**config.mk**
```make
export PLATFORM = sky130hd
export DESIGN_NAME = conv2_maxpool
export DESIGN_NICKNAME = d
export VERILOG_FILES = /design/src/rtl/conv2_maxpool.sv
export SDC_FILE = /design/constraint.sdc
export NUM_CORES = 1
export LEC_CHECK = 0
export BUFFER_PORTS_ARGS = -buffer_cell sky130_fd_sc_hd__buf_4
export CAP_MARGIN = 0
export CORE_ASPECT_RATIO = 1.25
export CORE_MARGIN = 4
export CORE_UTILIZATION = 55
export CTS_CLUSTER_SIZE = 30
export DETAILED_ROUTE_END_ITERATION = 16
export PLACE_DENSITY = 0.74
export RECOVER_POWER = 100
export SYNTH_ARGS = -nofsm -noshare
export SYNTH_HDL_FRONTEND = slang
export SYNTH_SLANG_ARGS = --single-unit
```
**constraint.sdc**
```tcl
create_clock -name clk -period 4.3 [get_ports clk]
set_clock_uncertainty 0.2 [all_clocks]
set_input_delay 0.86 -clock clk [delete_from_list [all_inputs] [get_ports clk]]
set_output_delay 0.86 -clock clk [all_outputs]
set_load 0.02 [all_outputs]
```
**src/rtl/conv2_maxpool.sv**
```systemverilog
// conv2_maxpool: 2x2 stride-2 max-pool over a raster activation stream, half-row line buffer.
// Latency: a pooled value is valid the cycle after its window's bottom-right pixel is accepted.
// Backpressure: in_ready drops while the single output register is full and not being drained.
// Optional: define CONV2_MAXPOOL_ARGMAX_EN to add out_idx, the window position of the maximum.
module conv2_maxpool #(
   parameter int IMG_W = 8,
   parameter int IMG_H = 8,
   parameter int DW    = 8
) (
   input  logic          clk,
   input  logic          rst,
   input  logic          clr,
   input  logic          in_valid,
   input  logic [DW-1:0] in_data,
   output logic          in_ready,
   output logic          out_valid,
   output logic [DW-1:0] out_data,
   input  logic          out_ready,
`ifdef CONV2_MAXPOOL_ARGMAX_EN
   output logic [1:0]    out_idx,
`endif
   output logic          frame_done
);

   localparam int CW = (IMG_W > 2) ? $clog2(IMG_W) : 1;
   localparam int RW = (IMG_H > 2) ? $clog2(IMG_H) : 1;
   localparam int LN = IMG_W / 2;
   localparam int LW = (LN > 1) ? $clog2(LN) : 1;
   localparam int NP = (IMG_W / 2) * (IMG_H / 2);
   localparam int PW = (NP > 1) ? $clog2(NP) : 1;

   localparam logic [CW-1:0] COL_LAST = CW'(IMG_W - 1);
   localparam logic [RW-1:0] ROW_LAST = RW'(IMG_H - 1);
   localparam logic [PW-1:0] PIX_LAST = PW'(NP - 1);

   logic [CW-1:0] col;
   logic [RW-1:0] row;
   logic [PW-1:0] pcnt;
   logic [DW-1:0] h_reg;
   logic [DW-1:0] linebuf [LN];
   logic [LW-1:0] lidx;
   logic [DW-1:0] lb_val;
   logic [DW-1:0] hmax;
   logic [DW-1:0] wmax;
   logic          h_right;
   logic          bot_wins;
   logic          in_fire;
   logic          out_fire;

   assign in_ready   = !clr && (!out_valid || out_ready);
   assign in_fire    = in_valid && in_ready;
   assign out_fire   = out_valid && out_ready;
   assign frame_done = out_fire && (pcnt == PIX_LAST);

   // Horizontal pair max; strict compare so a tie keeps the left (earlier) pixel.
   assign lidx     = LW'(col >> 1);
   assign lb_val   = linebuf[lidx];
   assign h_right  = (in_data > h_reg);
   assign hmax     = h_right ? in_data : h_reg;
   assign bot_wins = (hmax > lb_val);
   assign wmax     = bot_wins ? hmax : lb_val;

   // Raster counters, left-pixel holding register and the single output register.
   always_ff @(posedge clk) begin
      if (rst || clr) begin
         col       <= '0;
         row       <= '0;
         pcnt      <= '0;
         h_reg     <= '0;
         out_valid <= 1'b0;
         out_data  <= '0;
      end else begin
         if (out_fire) begin
            out_valid <= 1'b0;
            pcnt      <= (pcnt == PIX_LAST) ? '0 : pcnt + PW'(1);
         end
         if (in_fire) begin
            if (col == COL_LAST) begin
               col <= '0;
               row <= (row == ROW_LAST) ? '0 : row + RW'(1);
            end else begin
               col <= col + CW'(1);
            end
            if (!col[0]) begin
               h_reg <= in_data;
            end else if (row[0]) begin
               out_data  <= wmax;
               out_valid <= 1'b1;
            end
         end
      end
   end

   // Top-row pair maxima, consumed by the odd row below; contents need no reset.
   always_ff @(posedge clk) begin
      if (!rst && in_fire && col[0] && !row[0]) begin
         linebuf[lidx] <= hmax;
      end
   end

`ifdef CONV2_MAXPOOL_ARGMAX_EN
   logic lb_w [LN];

   // Top-row winner bit per line-buffer entry (1 = top-right beat top-left).
   always_ff @(posedge clk) begin
      if (!rst && in_fire && col[0] && !row[0]) begin
         lb_w[lidx] <= h_right;
      end
   end

   // Window argmax; the top row wins ties, giving the lowest index.
   always_ff @(posedge clk) begin
      if (rst || clr) begin
         out_idx <= 2'd0;
      end else if (in_fire && col[0] && row[0]) begin
         out_idx <= bot_wins ? {1'b1, h_right} : {1'b0, lb_w[lidx]};
      end
   end
`endif

endmodule
```
## Yosys cells after proc, flatten, opt, wreduce, memory -nomap -nowiden

Memory sizes are Yosys's and may differ from the RTL's. A register that Yosys moved wholly into a read port is not among the register bits.
Index checks and enable logic that the tools add are counted.

- Register bits: 27
- RAM bits: 32
- Input port bits: 13
- Output and inout port bits: 11
- Word-level logic and storage cells: 45
- Memories: 1

Memories:

| memory | words | width | rd ports | clocked after memory_dff | wr ports | RTL line | source |
|---|---|---|---|---|---|---|---|
| linebuf | 4 | 8 | 1 | 1 | 1 | 40 | `logic [DW-1:0] linebuf [LN];` |

- Add/subtract/negate cells: 3
- Order comparisons: 2
- Equal/unequal tests: 3
- Muxes and demuxes: 13
- Bitwise gates (word level): 1
- Reductions and logical operators: 16

Operators with widths:

| kind | count |
|---|---|
| $gt 8x8->1 | 2 |
| $mux 8 | 2 |
| $logic_and 1x1->1 | 7 |
| $add 3x1->3 const B | 2 |
| $eq 3x3->1 const B | 2 |
| $mux 1 | 6 |
| $mux 3 | 2 |
| $add 4x1->4 const B | 1 |
| $eq 4x4->1 const B | 1 |
| $logic_not 1->1 | 4 |
| $mux 2 | 2 |
| $mux 4 | 1 |
| $reduce_and 2->1 | 2 |
| $reduce_and 3->1 | 1 |
| $logic_or 1x1->1 | 2 |
| $not 1->1 | 1 |

## Longest topological paths before layout

Gate-level depths: netlist (run 1).

- Depth after elaboration: 9
- Depth in mapped cells: 16
- Mapped depth without buffers: 15

## Worst setup path after synthesis (run 1)

No wires, ideal clock.

- Path kind: input-to-reg
- Start point: input in_data[1]
- End point: register out_data[1]
- Library setup time: 134 ps
- Arrival: 3528 ps
- Data required time: 3966 ps
- Slack: 439 ps
- Stages: 15
- Buffers on the path: 1
- Cells stage by stage: ha_1 nor2b_4 o211ai_2 a21oi_2 o31ai_4 mux2i_1 inv_1 ha_1 nand3_1 o221a_2 nor2_1 a2bb2oi_1 nand2b_1 buf_2 o221ai_1

- Longest elaborated chain between the ends: 4

Ends and longest elaborated chain:

| item | RTL line | source |
|---|---|---|
| start, declared | 14 | `input logic [DW-1:0] in_data,` |
| $gt 8x8->1 | 58 | `assign h_right = (in_data > h_reg);` |
| $mux 8 | 59 | `assign hmax = h_right ? in_data : h_reg;` |
| named net hmax[3] | 43 | `logic [DW-1:0] hmax;` |
| $gt 8x8->1 | 60 | `assign bot_wins = (hmax > lb_val);` |
| $mux 8 | 61 | `assign wmax = bot_wins ? hmax : lb_val;` |
| end signal, assigned | 87 | `out_data <= wmax;` |
| end, declared | 17 | `output logic [DW-1:0] out_data,` |

The timed path passes the listed nets, and every way through them passes these cells.
A chain may end at the register's enable or synchronous reset.

## Worst setup path after layout (run 1)

- Start point: input in_data[1]
- End point: register out_data[6]

The elaborated chain is that of the path after synthesis.

==> metrics.md, run 1 <==
| Metric | Value |
|---|---|
| Status | complete, no violations |
| Post-Layout Cell Count | 362 |
| # diodes | 0 |
| Die Ht | 89.1 um |
| Reg2reg start | h_reg[1] |
| #FFs+latches synth | 61 |
| Fin Setup TNS | 0 ns |
| Worst endpoint required time | 4.29 ns |
| Synth unique cells | 36 |
| Final period utilization | 94.0% |
| PwrDens | 368 nW/um2 |
| CP startpoint | in_data[1] |
| Row count | 29 |
| Starting DRT DRC Count | 113 |
| Core footprint | 5080 um2 |
| DR vias | 2038 |
| DP Worst Slack | 0.00630 ns |
| Fillers | 433 |
| Warning count from the yosys run | 0 |
| Net Count, Synth | 299 |
| Max clock buf depth | 2 |
| Grt total ovfl | 0 |
| Max_slew headroom | 17.7% |
| Critical-path top delay cell | nand2b_1 |
| First-pass detailed-route iteration total | 4 |
| Detail Route Antenna Nets | 0 |
| Hold Crit Class | register to register |
| Die ar. | 6490 um2 |
| Final slew viol count | 0 |
| Min Hold Slack | 0.262 ns |
| Largest net degree at the start of global routing | 22 |
| First-pass GRT wire length | 9390 um |
| Final HPWL DP | 4070 um |
| Cells after synthesis | 265 |
| Die Width | 72.9 um |
| Post-CTS Setup Inserts | 0 |
| CTS root buf | clkbuf_8 |
| Maximum VDD drop | 0.268 mV |
| Sink Count | 61 |
| Gates resized, CTS repair | 0 |
| Max cap viols | 0 |
| Crit start category | primary input |
| RSZ-0062 raised after global routing | false |
| Number of synthesized flops with an enable pin | 32 |
| Final count of hold timing violations | 0 |
| Via density per instance | 5.63 |
| Worst-path clk slew | 0.06 ns |
| Vias in the first global route | 1971 |
| Total routed wirelength | 5610 um |
| Final nets | 329 |
| Crit end category | register |
| Flip-flop count of the largest register after layout | 32 |
| GRT Total Usage | 19.4% |
| Avg Inst Size Synth | 10.9 um2 |
| Critical path buffer and inverter count | 3 |
| CP arrival | 4.04 ns |
| Worst slew pin tran | 1.23 ns |
| Critical path's top delay family | compound AO/OA/AOI/OAI gates |
| Hold Buf Count CTS | 0 |
| Async S/R FF share, synth | 0% |
| DRC | 0 |
| Crit-path cells | buf_4 -> ha_1 -> nor2b_1 -> o211ai_2 -> a21oi_1 -> o31ai_4 -> buf_4 -> mux2i_1 -> inv_1 -> ha_1 -> a21oi_1 -> o21ai_0 -> a2bb2oi_1 -> nand2b_1 -> o221ai_1 |
| Most used DFF post-synth | edfxtp_1 |
| Routed wire per std cell | 15.5 um |
| GP Congestion | 0.810 |
| Max Fclk | 0.247 GHz |
| Final worst slack | 0.259 ns |
| TritonCTS clock tree | yes |
| I/O Buffers | 23 |
| Delay of the slowest cell on the worst path | 0.34 ns |
| Sequential area share after synthesis | 53.3% |
| Cell count after placement | 346 |
| Endpoints failing setup | 0 |
| Worst Setup Path Type | primary input to register |
| Mapped Area | 2890 um2 |
| Clock latency at the later pin of the worst-skew pair | 0.34 ns |
| Largest fanout on the critical path | 8 |
| H-tree depth | 3 |
| Final Critical Period | 4.04 ns |
| Hold path start | row[1] |
| Initial Util | 56.9% |
| Post-layout util | 64.2% |
| Leak | 1.19 nW |
| Initial antenna violation count | 0 |
| Num CTS Buffers | 9 |
| Share of cells above drive strength 1 | 13.3% |
| Area Overhead vs Synth | 12.7% |
| I/O pin cnt | 24 |
## cell usage in the layout, fill, tap and decap left out, types with 2 or more instances in the layout
| master | instances |
|---|---|
| buf_4 | 12 |
| clkbuf_8 | 10 |
| clkinv_2 | 2 |
| nor2b_1 | 2 |
| mux2_2 | 7 |
| edfxtp_1 | 32 |
| nand2_1 | 37 |
| a31oi_1 | 2 |
| nor2_1 | 13 |
| nand4_1 | 3 |
| ha_1 | 21 |
| mux2i_1 | 15 |
| inv_1 | 19 |
| nand3_1 | 7 |
| o21ai_0 | 18 |
| nor3b_1 | 2 |
| nor3_1 | 5 |
| dfxtp_1 | 29 |
| a21oi_1 | 22 |
| clkbuf_1 | 17 |
| xor2_1 | 2 |
| o221ai_1 | 7 |
## metal layers
metal	track usage, %	routed length (um)
met2	32.0	2760
met3	4.72	274
met1	24.6	2470
met5	0	0
met4	7.55	99
## Yosys cell counts, types with 2 or more instances
cell,count,area [um2]
nor2_1,13,48.8
a31oi_1,2,12.5
nand4_1,3,18.8
mux2_2,7,78.8
nand2_1,37,139
dfxtp_1,29,581
clkbuf_1,6,22.5
nand3_1,7,35.0
o21ai_0,18,90.1
mux2i_1,15,150
a21oi_1,21,105
xor2_1,2,17.5
nor3_1,5,25.0
inv_1,19,71.3
buf_2,2,10.0
edfxtp_1,32,961
o221ai_1,7,61.3
or2_2,2,12.5
ha_1,21,263
## cell type report
class / count / area, um2 / share of cell area, %
sequential: 61 / 1540 / 47.3
multi-input combinational: 177 / 1230 / 37.8
timing repair buffer: 27 / 146 / 4.49
clock buffer: 12 / 145 / 4.45
tap: 62 / 77.6 / 2.38
inverter: 19 / 71.3 / 2.19
clock inverter: 4 / 47.5 / 1.46
## cells by family (layout without fill, tap and decap cells)
| logic type | count (synthesis) | in the layout | share of synthesized area [%] |
|---|---|---|---|
| DFF | 61 | 61 | 53.3 |
| buffers and inverters | 27 | 62 | 3.59 |
| muxes | 23 | 23 | 8.69 |
| adders and majority gates | 21 | 21 | 9.08 |
| and+or+nand+nor | 76 | 76 | 12.3 |
| AOI/OAI and AO/OA | 55 | 55 | 12.4 |
| xor gates and xnor gates | 2 | 2 | 0.606 |
## through the flow
step / total power [mW] / area, um2
4_1_cts: 1.21 / 3330
2_1_floorplan: 0.689 / 2890
3_5_place_dp: 0.720 / 3140
6_report: 1.20 / 3260
3_3_place_gp: 0.718 / 3140
5_1_grt: 1.25 / 3260
## path summary, 6_finish.rpt
check	end	slack, ns	cells after the start
max	out_data[6]	0.26	15
min	row[1]	0.26	2
max reg2reg	out_data[6]	0.51	15
min reg2reg	row[1]	0.26	2
## where the power goes
group	leakage [nW]	switching, mW	internal, mW
combinational	0.573	0.0507	0.0331
sequential	0.525	0.00290	0.618
clock	0.0964	0.215	0.282
total	1.19	0.269	0.933
## worst register-to-register path, stage by stage (launching register included)
cell and delay (ns):
dfxtp_1 0.35, inv_1 0.06, ha_1 0.29, nor2b_1 0.14, o211ai_2 0.13, a21oi_1 0.11
o31ai_4 0.30, buf_4 0.23, mux2i_1 0.33, inv_1 0.17, ha_1 0.33, a21oi_1 0.06
o21ai_0 0.18, a2bb2oi_1 0.23, nand2b_1 0.34, o221ai_1 0.19
No activity file was read; power rests on OpenSTA's default activity.
==> run 2, diff against run 1 <==
- BUFFER_PORTS_ARGS: -buffer_cell sky130_fd_sc_hd__buf_4 -> not set
- CORE_ASPECT_RATIO: 1.25 -> 0.75
- DONT_BUFFER_PORTS: not set -> 1
- PLACE_DENSITY: 0.74 -> 0.7
==> run 2 against run 1 <==
Net effect:
- register-to-register slack gained 0.17 ns
- die area about the same
- sequential share of layout area up 0.83 points
- setup slack better by 0.29 ns
- clock power rose by 24%
- maximum frequency up 7.7%
- highest routed layer unchanged
==> metrics.md, run 2 (synthesized netlist as in run 1, its figures left out) <==
| Metric | Value |
|---|---|
| Status | complete, no violations |
| Core footprint | 4980 um2 |
| Initial antenna violation count | 0 |
| I/O pin cnt | 24 |
| First-pass GRT wire length | 8780 um |
| Sink Count | 61 |
| Post-layout util | 64.3% |
| Critical-path top delay cell | nand2b_1 |
| Min Hold Slack | 0.265 ns |
| Die Ht | 70.8 um |
| Worst r2r path cells | 15 |
| DR vias | 1939 |
| Fillers | 409 |
| TritonCTS clock tree | yes |
| Worst reg2reg endpoint | out_data[7] |
| Endpoints failing setup | 0 |
| Row count | 22 |
| Detail Route Antenna Nets | 0 |
| Post-Layout Cell Count | 349 |
| Leak | 1.15 nW |
| Reg2reg start | h_reg[1] |
| Area Overhead vs Synth | 10.8% |
| Most common cell after layout, fill and taps aside | nand2_1 |
| RSZ-0062 raised after global routing | false |
| Via density per instance | 5.56 |
| Initial Util | 58.1% |
| Clock latency at the later pin of the worst-skew pair | 0.34 ns |
| Hold Crit Class | register to register |
| Worst slew pin tran | 1.18 ns |
| Worst R2R Setup Slack | 0.68 ns |
| Worst endpoint required time | 4.30 ns |
| Most frequent cells in the layout | nand2_1 (37), edfxtp_1 (32), dfxtp_1 (29) |
| GP Congestion | 0.825 |
| Maximum VDD drop | 0.329 mV |
| Hold Buf Count CTS | 0 |
| Worst Setup Path Type | primary input to register |
| Vias in the first global route | 1809 |
| Max Fclk | 0.266 GHz |
| Post-CTS Setup Inserts | 0 |
| CTS root buf | clkbuf_8 |
| I/O Buffers | 0 |
| Delay of the slowest cell on the worst path | 0.33 ns |
| Cell count after placement | 333 |
| Grt total ovfl | 0 |
| Routed wire per std cell | 15.3 um |
| Final count of hold timing violations | 0 |
| Total routed wirelength | 5340 um |
| GRT Total Usage | 17.8% |
| Flip-flop count of the largest register after layout | 32 |
| Hold path start | row[1] |
| Num CTS Buffers | 9 |
| DRC | 0 |
| Die ar. | 6500 um2 |
| First-pass detailed-route iteration total | 4 |
| Worst-path clk slew | 0.06 ns |
| Share of cells above drive strength 1 | 11.6% |
| Final period utilization | 87.3% |
| CP arrival | 3.75 ns |
| Final nets | 306 |
| Max_slew headroom | 21.3% |
| Crit end category | register |
| Fin Setup TNS | 0 ns |
| Max clock buf depth | 2 |
| PwrDens | 408 nW/um2 |
| # diodes | 0 |
| Final Critical Period | 3.75 ns |
| Overall power | 1.31 mW |
| Largest net degree at the start of global routing | 22 |
| Crit start category | primary input |
| CP dominant cell by count | ha_1 |
| H-tree depth | 3 |
| Largest fanout on the critical path | 8 |
| Final HPWL DP | 3990 um |
| Worst Hold End | row[1] |
| Die Width | 91.7 um |
| Worst Hold Depth | 2 |
| Final slew viol count | 0 |
| Crit-path cells | ha_1 -> nor2b_1 -> o211ai_2 -> a21oi_1 -> o31ai_4 -> mux2i_1 -> inv_1 -> ha_1 -> nand3_1 -> o221a_2 -> nor2_1 -> a2bb2oi_1 -> nand2b_1 -> o221ai_1 |
| Starting DRT DRC Count | 112 |
| Max cap viols | 0 |
| Gates resized, CTS repair | 0 |
-- run 2: changes by cell type in the layout (fill, tap and decap cells not counted) --
cell,previous run,this run
buf_4,12,2
clkinvlp_4,1,2
bufinv_16,1,3
clkbuf_1,17,2
clkinv_2,2,1
-- run 2: metrics by stage --
step | setup slack [ns] | area (um2)
after CTS | 0.570 | 3230
after global routing | 0.317 | 3200
after global placement | 0.252 | 2980
after detailed placement | 0.217 | 2980
after floorplan | 0.439 | 2890
final | 0.546 | 3200
-- run 2: worst max path at each step --
stage | cells after the start | from | to | slack (ns)
2_1_floorplan | 15 | in_data[1] | out_data[1] | 0.44
3_3_place_gp | 14 | in_data[1] | out_data[7] | 0.25
3_5_place_dp | 14 | in_data[1] | out_data[7] | 0.22
4_1_cts | 14 | in_data[1] | out_data[7] | 0.57
5_1_grt | 14 | in_data[1] | out_data[7] | 0.32
6_report | 14 | in_data[1] | out_data[7] | 0.55
-- run 2: layout make-up --
type                    count  area, um2  share of cell area [%]
flip-flops and latches     61       1540                    48.1
multi-input cells         177       1230                    38.4
clock buffers              10        138                    4.30
clock inverters             6        110                    3.44
well taps                  72       90.1                    2.81
inverters                  19       71.3                    2.23
repair buffers              4       22.5                   0.703
-- run 2: routing by layer --
| layer | GRT usage [%] | share of wire [%] | vias up |
|---|---|---|---|
| met5 | 0 | 0 | - |
| met1 | 23.4 | 47 | 915 |
| met3 | 7.97 | 6.3 | 6 |
| li1 | - | - | 978 |
| met4 | 8.24 | 1.5 | 0 |
| met2 | 25.1 | 45 | 40 |
-- run 2: worst max-delay path: cells and delay by family --
kind | cells | cell delay [ns]
AO/OA/AOI/OAI | 6 | 1.18
adder cells (fa/ha/maj) | 2 | 0.61
buffers and inverters | 1 | 0.13
multiplexers | 1 | 0.29
AND/OR/NAND/NOR | 4 | 0.67
-- run 2: report_power, final --
| part | internal [mW] | total (mW) | switching [mW] |
|---|---|---|---|
| logic | 0.0266 | 0.0713 | 0.0447 |
| clock network | 0.399 | 0.614 | 0.215 |
| registers | 0.618 | 0.621 | 0.00286 |
| total | 1.04 | 1.31 | 0.263 |
